`config.mk`:
```
export PLATFORM = sky130hd
export DESIGN_NAME = dac_writer
export DESIGN_NICKNAME = d
export VERILOG_FILES = /design/src/rtl/dac_writer.sv
export SDC_FILE = /design/constraint.sdc
export NUM_CORES = 1
export LEC_CHECK = 0
export BUFFER_PORTS_ARGS = -buffer_cell sky130_fd_sc_hd__clkbuf_2
export CELL_PAD_IN_SITES_DETAIL_PLACEMENT = 1
export CELL_PAD_IN_SITES_GLOBAL_PLACEMENT = 2
export CORE_MARGIN = 2
export CORE_UTILIZATION = 40
export CTS_BUF_LIST = sky130_fd_sc_hd__clkbuf_8
export DETAILED_ROUTE_END_ITERATION = 8
export PLACE_DENSITY = 0.82
export SETUP_SLACK_MARGIN = 0.3
export SLEW_MARGIN = 20
export SYNTH_ARGS = -nofsm -noshare
export SYNTH_HDL_FRONTEND = slang
export SYNTH_SLANG_ARGS = --single-unit
```
`constraint.sdc`:
```
create_clock -name clk -period 2.3 [get_ports clk]
set_input_delay 0.46 -clock clk [delete_from_list [all_inputs] [get_ports clk]]
set_output_delay 0.46 -clock clk [all_outputs]
set_load 0.005 [all_outputs]
```
`src/rtl/dac_writer.sv`:
```
// dac_writer: SPI mode-0 DAC transmitter, 16-bit MSB-first frames over sck/mosi/cs_n.
// Define DAC_LDAC_EN to add the ldac_n port and a latch phase after the chip-select gap.
module dac_writer #(
  parameter int CLK_DIV = 4,
  parameter int CS_GAP  = 1
) (
  input  logic        clk,
  input  logic        rst_n,
  input  logic [15:0] sample,
  input  logic        sample_valid,
  output logic        sample_ready,
  output logic        mosi,
  output logic        sck,
  output logic        cs_n,
`ifdef DAC_LDAC_EN
  output logic        ldac_n,
`endif
  output logic        done
);
  typedef enum logic [2:0] {
    IDLE, SETUP, SHIFT, HOLD, GAP
`ifdef DAC_LDAC_EN
    , LATCH
`endif
  } state_t;
  state_t state;
  logic [7:0] hcnt;
  logic [4:0] bcnt;
  logic [3:0] gcnt;
  logic [15:0] shreg;
  logic last;
  assign last = hcnt == 8'(CLK_DIV - 1);
  always_ff @(posedge clk or negedge rst_n) begin
    if (!rst_n) begin
      state        <= IDLE;
      hcnt         <= '0;
      bcnt         <= '0;
      gcnt         <= '0;
      shreg        <= '0;
      sample_ready <= 1'b1;
      mosi         <= 1'b0;
      sck          <= 1'b0;
      cs_n         <= 1'b1;
      done         <= 1'b0;
`ifdef DAC_LDAC_EN
      ldac_n       <= 1'b1;
`endif
    end else begin
      done <= 1'b0;
      hcnt <= (state == IDLE || last) ? '0 : hcnt + 8'd1;
      case (state)
        IDLE: if (sample_valid) begin
          mosi         <= sample[15];
          shreg        <= {sample[14:0], 1'b0};
          cs_n         <= 1'b0;
          sample_ready <= 1'b0;
          state        <= SETUP;
        end
        SETUP: if (last) begin
          sck   <= 1'b1;
          bcnt  <= '0;
          state <= SHIFT;
        end
        // zero fill in shreg leaves mosi low after the 16th falling edge
        SHIFT: if (last) begin
          if (sck) begin
            sck   <= 1'b0;
            mosi  <= shreg[15];
            shreg <= {shreg[14:0], 1'b0};
          end else if (bcnt == 5'd15) begin
            state <= HOLD;
          end else begin
            sck  <= 1'b1;
            bcnt <= bcnt + 5'd1;
          end
        end
        HOLD: if (last) begin
          cs_n  <= 1'b1;
          done  <= 1'b1;
          gcnt  <= '0;
          state <= GAP;
        end
        GAP: if (last) begin
          if (gcnt == 4'(CS_GAP - 1)) begin
`ifdef DAC_LDAC_EN
            ldac_n <= 1'b0;
            state  <= LATCH;
`else
            sample_ready <= 1'b1;
            state        <= IDLE;
`endif
          end else begin
            gcnt <= gcnt + 4'd1;
          end
        end
`ifdef DAC_LDAC_EN
        LATCH: if (last) begin
          ldac_n       <= 1'b1;
          sample_ready <= 1'b1;
          state        <= IDLE;
        end
`endif
        default: state <= IDLE;
      endcase
    end
  end
endmodule

```
; After elaboration in Yosys (flattened, before gate mapping)
; Cells that the tools add are included.
[op_classes]
eq_ne = 17
addsub = 3
reduce_logical = 15
mux = 39
[op_table]
columns = cell, count
row1 = $mux 16, 3
row2 = $pmux 16 s2, 1
row3 = $mux 3, 8
row4 = $ne 2x2->1 const B, 11
row5 = $mux 5, 4
row6 = $pmux 3 s5, 1
row7 = $mux 1, 12
row8 = $mux 4, 3
row9 = $reduce_and 4->1, 3
row10 = $pmux 5 s2, 1
row11 = $reduce_bool 2->1, 5
row12 = $add 8x1->8 const B, 1
row13 = $eq 8x2->1 const B, 1
row14 = $mux 8, 1
row15 = $pmux 1 s2, 4
row16 = $pmux 4 s2, 1
row17 = $reduce_and 8->1, 1
row18 = $eq 3x2->1 const B, 2
row19 = $reduce_and 3->1, 2
row20 = $add 5x1->5 const B, 1
row21 = $eq 5x4->1 const B, 1
row22 = $reduce_and 5->1, 1
row23 = $add 4x1->4 const B, 1
row24 = $logic_not 4->1, 1
row25 = other kinds (4), 4
[word_totals]
out_inout_bits = 5
regBits = 41
word_cells = 84
inputBits = 19

; Logic depth before layout (Yosys ltp)
[logic_depth]
ltp_word = 5
ltp_mapped = 8
depth_no_buf = 7

; Worst setup path before layout
; OpenSTA, ideal clock, no wires.
[synth_timing]
path_type = reg2reg
from = register bcnt[0]
to = register bcnt[2]
stages_incl_launch_ff = 9
t_arrival_ns = 1.861
required_time_ns = 2.220
path_slack_ns = 0.360
path_cell_list = dfrtp_1 > ha_1 > and3_1 > ha_1 > nor4b_1 > o2111ai_1 > buf_2 > or3_1 > a2bb2oi_1
[synth_via]
elab_chain_cells = 5
word_cells_on_any_way = 8
cone_classes = add/sub (1) / eq/ne (2) / mux (4) / reduce/logical (1)
[synth_rtl]
columns = element, line
row1 = start: declaration, 28  ; logic [4:0] bcnt;
row2 = start signal: assignment, 74  ; bcnt <= bcnt + 5'd1;
row3 = $add 5x1->5, 74
row4 = $mux 5, 70  ; end else if (bcnt == 5'd15) begin
row5 = $mux 5, 66  ; if (sck) begin
row6 = $mux 5, 65  ; SHIFT: if (last) begin
row7 = $pmux 5 s2, 51  ; case (state)
; Parallel ways exist; a longest one is shown, timed or not. The select of a mux whose other input is x is not followed.
; A chain may end at the register's enable or synchronous reset.

; Worst setup path after layout
[layout_timing]
from = register bcnt[1]
to = register bcnt[3]
; Same word-level chain as after synthesis.

==> flow_summary_export.csv <==
group,metric,value,unit
route,wirelength,4940,um
synth,synth_warnings,0,
synth,synthAdderAreaFrac,3.00,%
layout,syn_to_final_growth,23.2,%
clocking,cts.path.max_buffers,2,
placed_design,portBuffers,23,
route,drt-initial-drc-count,53,
layout,multi_input_area,1070,um2
timing,fin_crit,1.95,ns
layout,regArea,1000,um2
layout,num-nets-final,250,
worst_setup_path,cpPeakStageDelay,0.41,ns
layout,final_common_cell,"dfrtp_1",
floorplanning,pin_count,24,
timing,finalSetupTns,0,ns
synth,synth-compound-area-share,8.34,%
synth,yosys.area_share.simple,16.4,%
timing,tightest_slew,0.677,ns
synth,synthFlopType,"dfrtp_1",
power_and_ir_drop,fin_total_pwr,2.74,mW
global_routing,grt_pass1_wl,8290,um
power_and_ir_drop,powerDensity,1060,nW/um2
floorplanning,start_util,41.1,%
global_routing,grt_max_degree,27,
clocking,root_buffer,"clkbuf_8",
synth,synth_area_leaders,"dfrtp_1, mux2_2, mux2_1",
placed_design,hpwl,3370,um
worst_setup_path,crit_slowest_cell,"or3_4",
clocking,ctsHoldBuffers,0,
clocking,numCtsBuffers,5,
worst_setup_path,worstSetupPathType,"flip-flop to flip-flop",
global_routing,grt-ovfl-total,0,
placed_design,place_congestion,0.794,
synth,synth.top_cell.area_share,45.6,%
clocking,clk_pin_slew,0.08,ns
synth,syn-cell-area,2090,um2
route,ant_nets,0,
synth,async_reset_ff_share,100,%
worst_setup_path,critPathRequiredTime,2.52,ns
worst_setup_path,crit_chain,"ha_2 -> and3_4 -> ha_4 -> nor4b_4 -> o2111ai_2 -> or3_4 -> a2bb2oi_2",
synth,muxShareOfSynthArea,16.7,%
clocking,cts_max_level,2,
run,max_cap_viol_count,0,
min_path,min_path_type,"primary input to async pin",
timing,rsz0062_at_grt,"false",
layout,fillCellCount,572,
global_routing,track_usage,17.8,%
timing,fmax,513,MHz
floorplanning,die_y,76.2,um
layout,antenna_cells,0,
route,wl_per_cell,16.6,um
layout,drive_above_1_share,37.9,%
route,vias,1545,
route,drt-vias-per-instance,5.20,
synth,postSynthCellCount,187,
synth,syn_nets,211,
power_and_ir_drop,vdd_drop_max,0.598,mV
layout,fin_cells,297,
run_status,outcome,"finished clean",
global_routing,antenna_found_initial,0,
synth,synthXorXnorAreaFrac,3.36,%
synth,synth-edff-count,0,
floorplanning,row_count,26,
synth,syn_avg_cell_area,11.2,um2
timing,finalMaxSlewViolations,0,
timing,finalSetupViolations,0,
timing,finalCritPeriodShare,84.7,%
floorplanning,die_x,76.2,um
floorplanning,die-area,5810,um2
synth,synth_top_cell_by_area,"dfrtp_1",
clocking,clock_latency,0.29,ns
worst_setup_path,start_kind,"flip-flop",
worst_setup_path,crit_fanout,4,
synth,synth.distinct_cells,42,
layout,mostFrequentLayoutCells,"dfrtp_1, clkbuf_2, mux2_2",
synth,synth_top_family_by_area,"multiplexers",
worst_setup_path,cp.arrival,2.17,ns
route,first_pass_iters,4,
timing,relSlewSlack,54.9,%
placed_design,dp_cells,280,
synth,yosysSeqAreaShare,48.1,%
floorplanning,coreArea,5070,um2
synth,ys_seq_elements,40,
clocking,clkSinkCount,40,
global_routing,grt_pass1_vias,1741,
timing,hold_viol,0,
worst_setup_path,end_kind,"flip-flop",
timing,finalClockSkew,0.00816,ns
clocking,cts_tree,"built",
power_and_ir_drop,leakage,1.16,nW
route,drc,0,
## cell usage after synthesis, types with 2 or more instances
cell type	n
dfrtp_1	38
mux2_2	21
nor2_1	18
nand2_1	11
mux2_1	10
inv_1	9
nand3_1	9
buf_2	5
ha_1	5
o21ai_0	5
xor2_1	5
and3_1	4
nor2b_1	4
a21oi_1	3
and2_1	3
nand4_1	3
xnor2_1	3
a21o_1	2
a2bb2oi_1	2
dfstp_2	2
nor3_1	2
o31ai_1	2
or3_1	2
## kinds of logic after synthesis
logic type	after synthesis
AND/OR/NAND/NOR	62
flip-flops	40
multiplexers	31
AO/OA/AOI/OAI	24
buffers and inverters	17
XOR/XNOR	8
adder cells (fa/ha/maj)	5
## state kept, by name (all words and copies together), names as in the netlist
| register | cells |
|---|---|
| mosi | 1 |
| hcnt | 8 |
| gcnt | 4 |
| sck | 1 |
| cs_n | 1 |
| shreg | 15 |
| bcnt | 5 |
| state | 3 |
| sample_ready | 1 |
| done | 1 |
## layer usage
layer,part of all wire (%),up-vias,global-route usage (%)
met4,1.2,0,5.82
met2,54,21,30.8
met3,2.5,8,3.91
li1,-,738,-
met1,43,778,22.1
met5,0,-,0
## worst max-delay path: cells and delay by family (launching register included)
kind                       cells  cell delay, ns
and+or+nand+nor                3            0.79
AOI/OAI and AO/OA              2            0.33
adders and majority gates      2            0.36
DFF                            1            0.39
## timing repair
| item | CTS | global route |
|---|---|---|
| resized for setup | 8 | 9 |
| setup endpoints to repair | 4 | 19 |
| pin swaps | 7 | 6 |
| setup buffers | 4 | 5 |
## through the flow
stage | hold WS (ns) | utilization, % | setup slack, ns | area (um2)
after floorplan | 0.164 | - | 0.360 | 2090
after global placement | 0.464 | 45.5 | 0.339 | 2310
after detailed placement | 0.469 | 45.5 | 0.248 | 2310
after CTS | 0.203 | 49.1 | 0.301 | 2490
after global routing | 0.223 | 50.6 | 0.279 | 2570
final | 0.185 | 50.6 | 0.351 | 2570
## cell type report
class | instances | share of cell area, %
Multi-Input combinational cell | 130 | 41.8
Clock inverter | 3 | 1.66
Clock buffer | 5 | 2.68
Inverter | 9 | 1.31
Timing Repair Buffer | 40 | 10.1
Sequential cell | 40 | 39.0
Tap cell | 70 | 3.41
## power by group
group	switching, mW	leakage, nW	internal (mW)
Combinational	0.492	0.596	0.541
Clock	0.257	0.0541	0.321
Sequential	0.199	0.507	0.927
## final timing paths
path / from / endpoint / slack (ns) / cells past startpoint
worst max register to register: bcnt[1]$_DFFE_PN0P_ / bcnt[3]$_DFFE_PN0P_ / 0.35 / 7
worst max-delay path: bcnt[1]$_DFFE_PN0P_ / bcnt[3]$_DFFE_PN0P_ / 0.35 / 7
worst min-delay path: rst_n / done$_DFF_PN0_ / 0.19 / 1
worst min register to register: shreg[8]$_DFFE_PN0P_ / shreg[8]$_DFFE_PN0P_ / 0.49 / 1
min in group clk: sample[0] / shreg[1]$_DFFE_PN0P_ / 0.46 / 3
max in group asynchronous: rst_n / shreg[12]$_DFFE_PN0P_ / 1.51 / 2
Note: power is estimated with default switching activity, not from simulation.
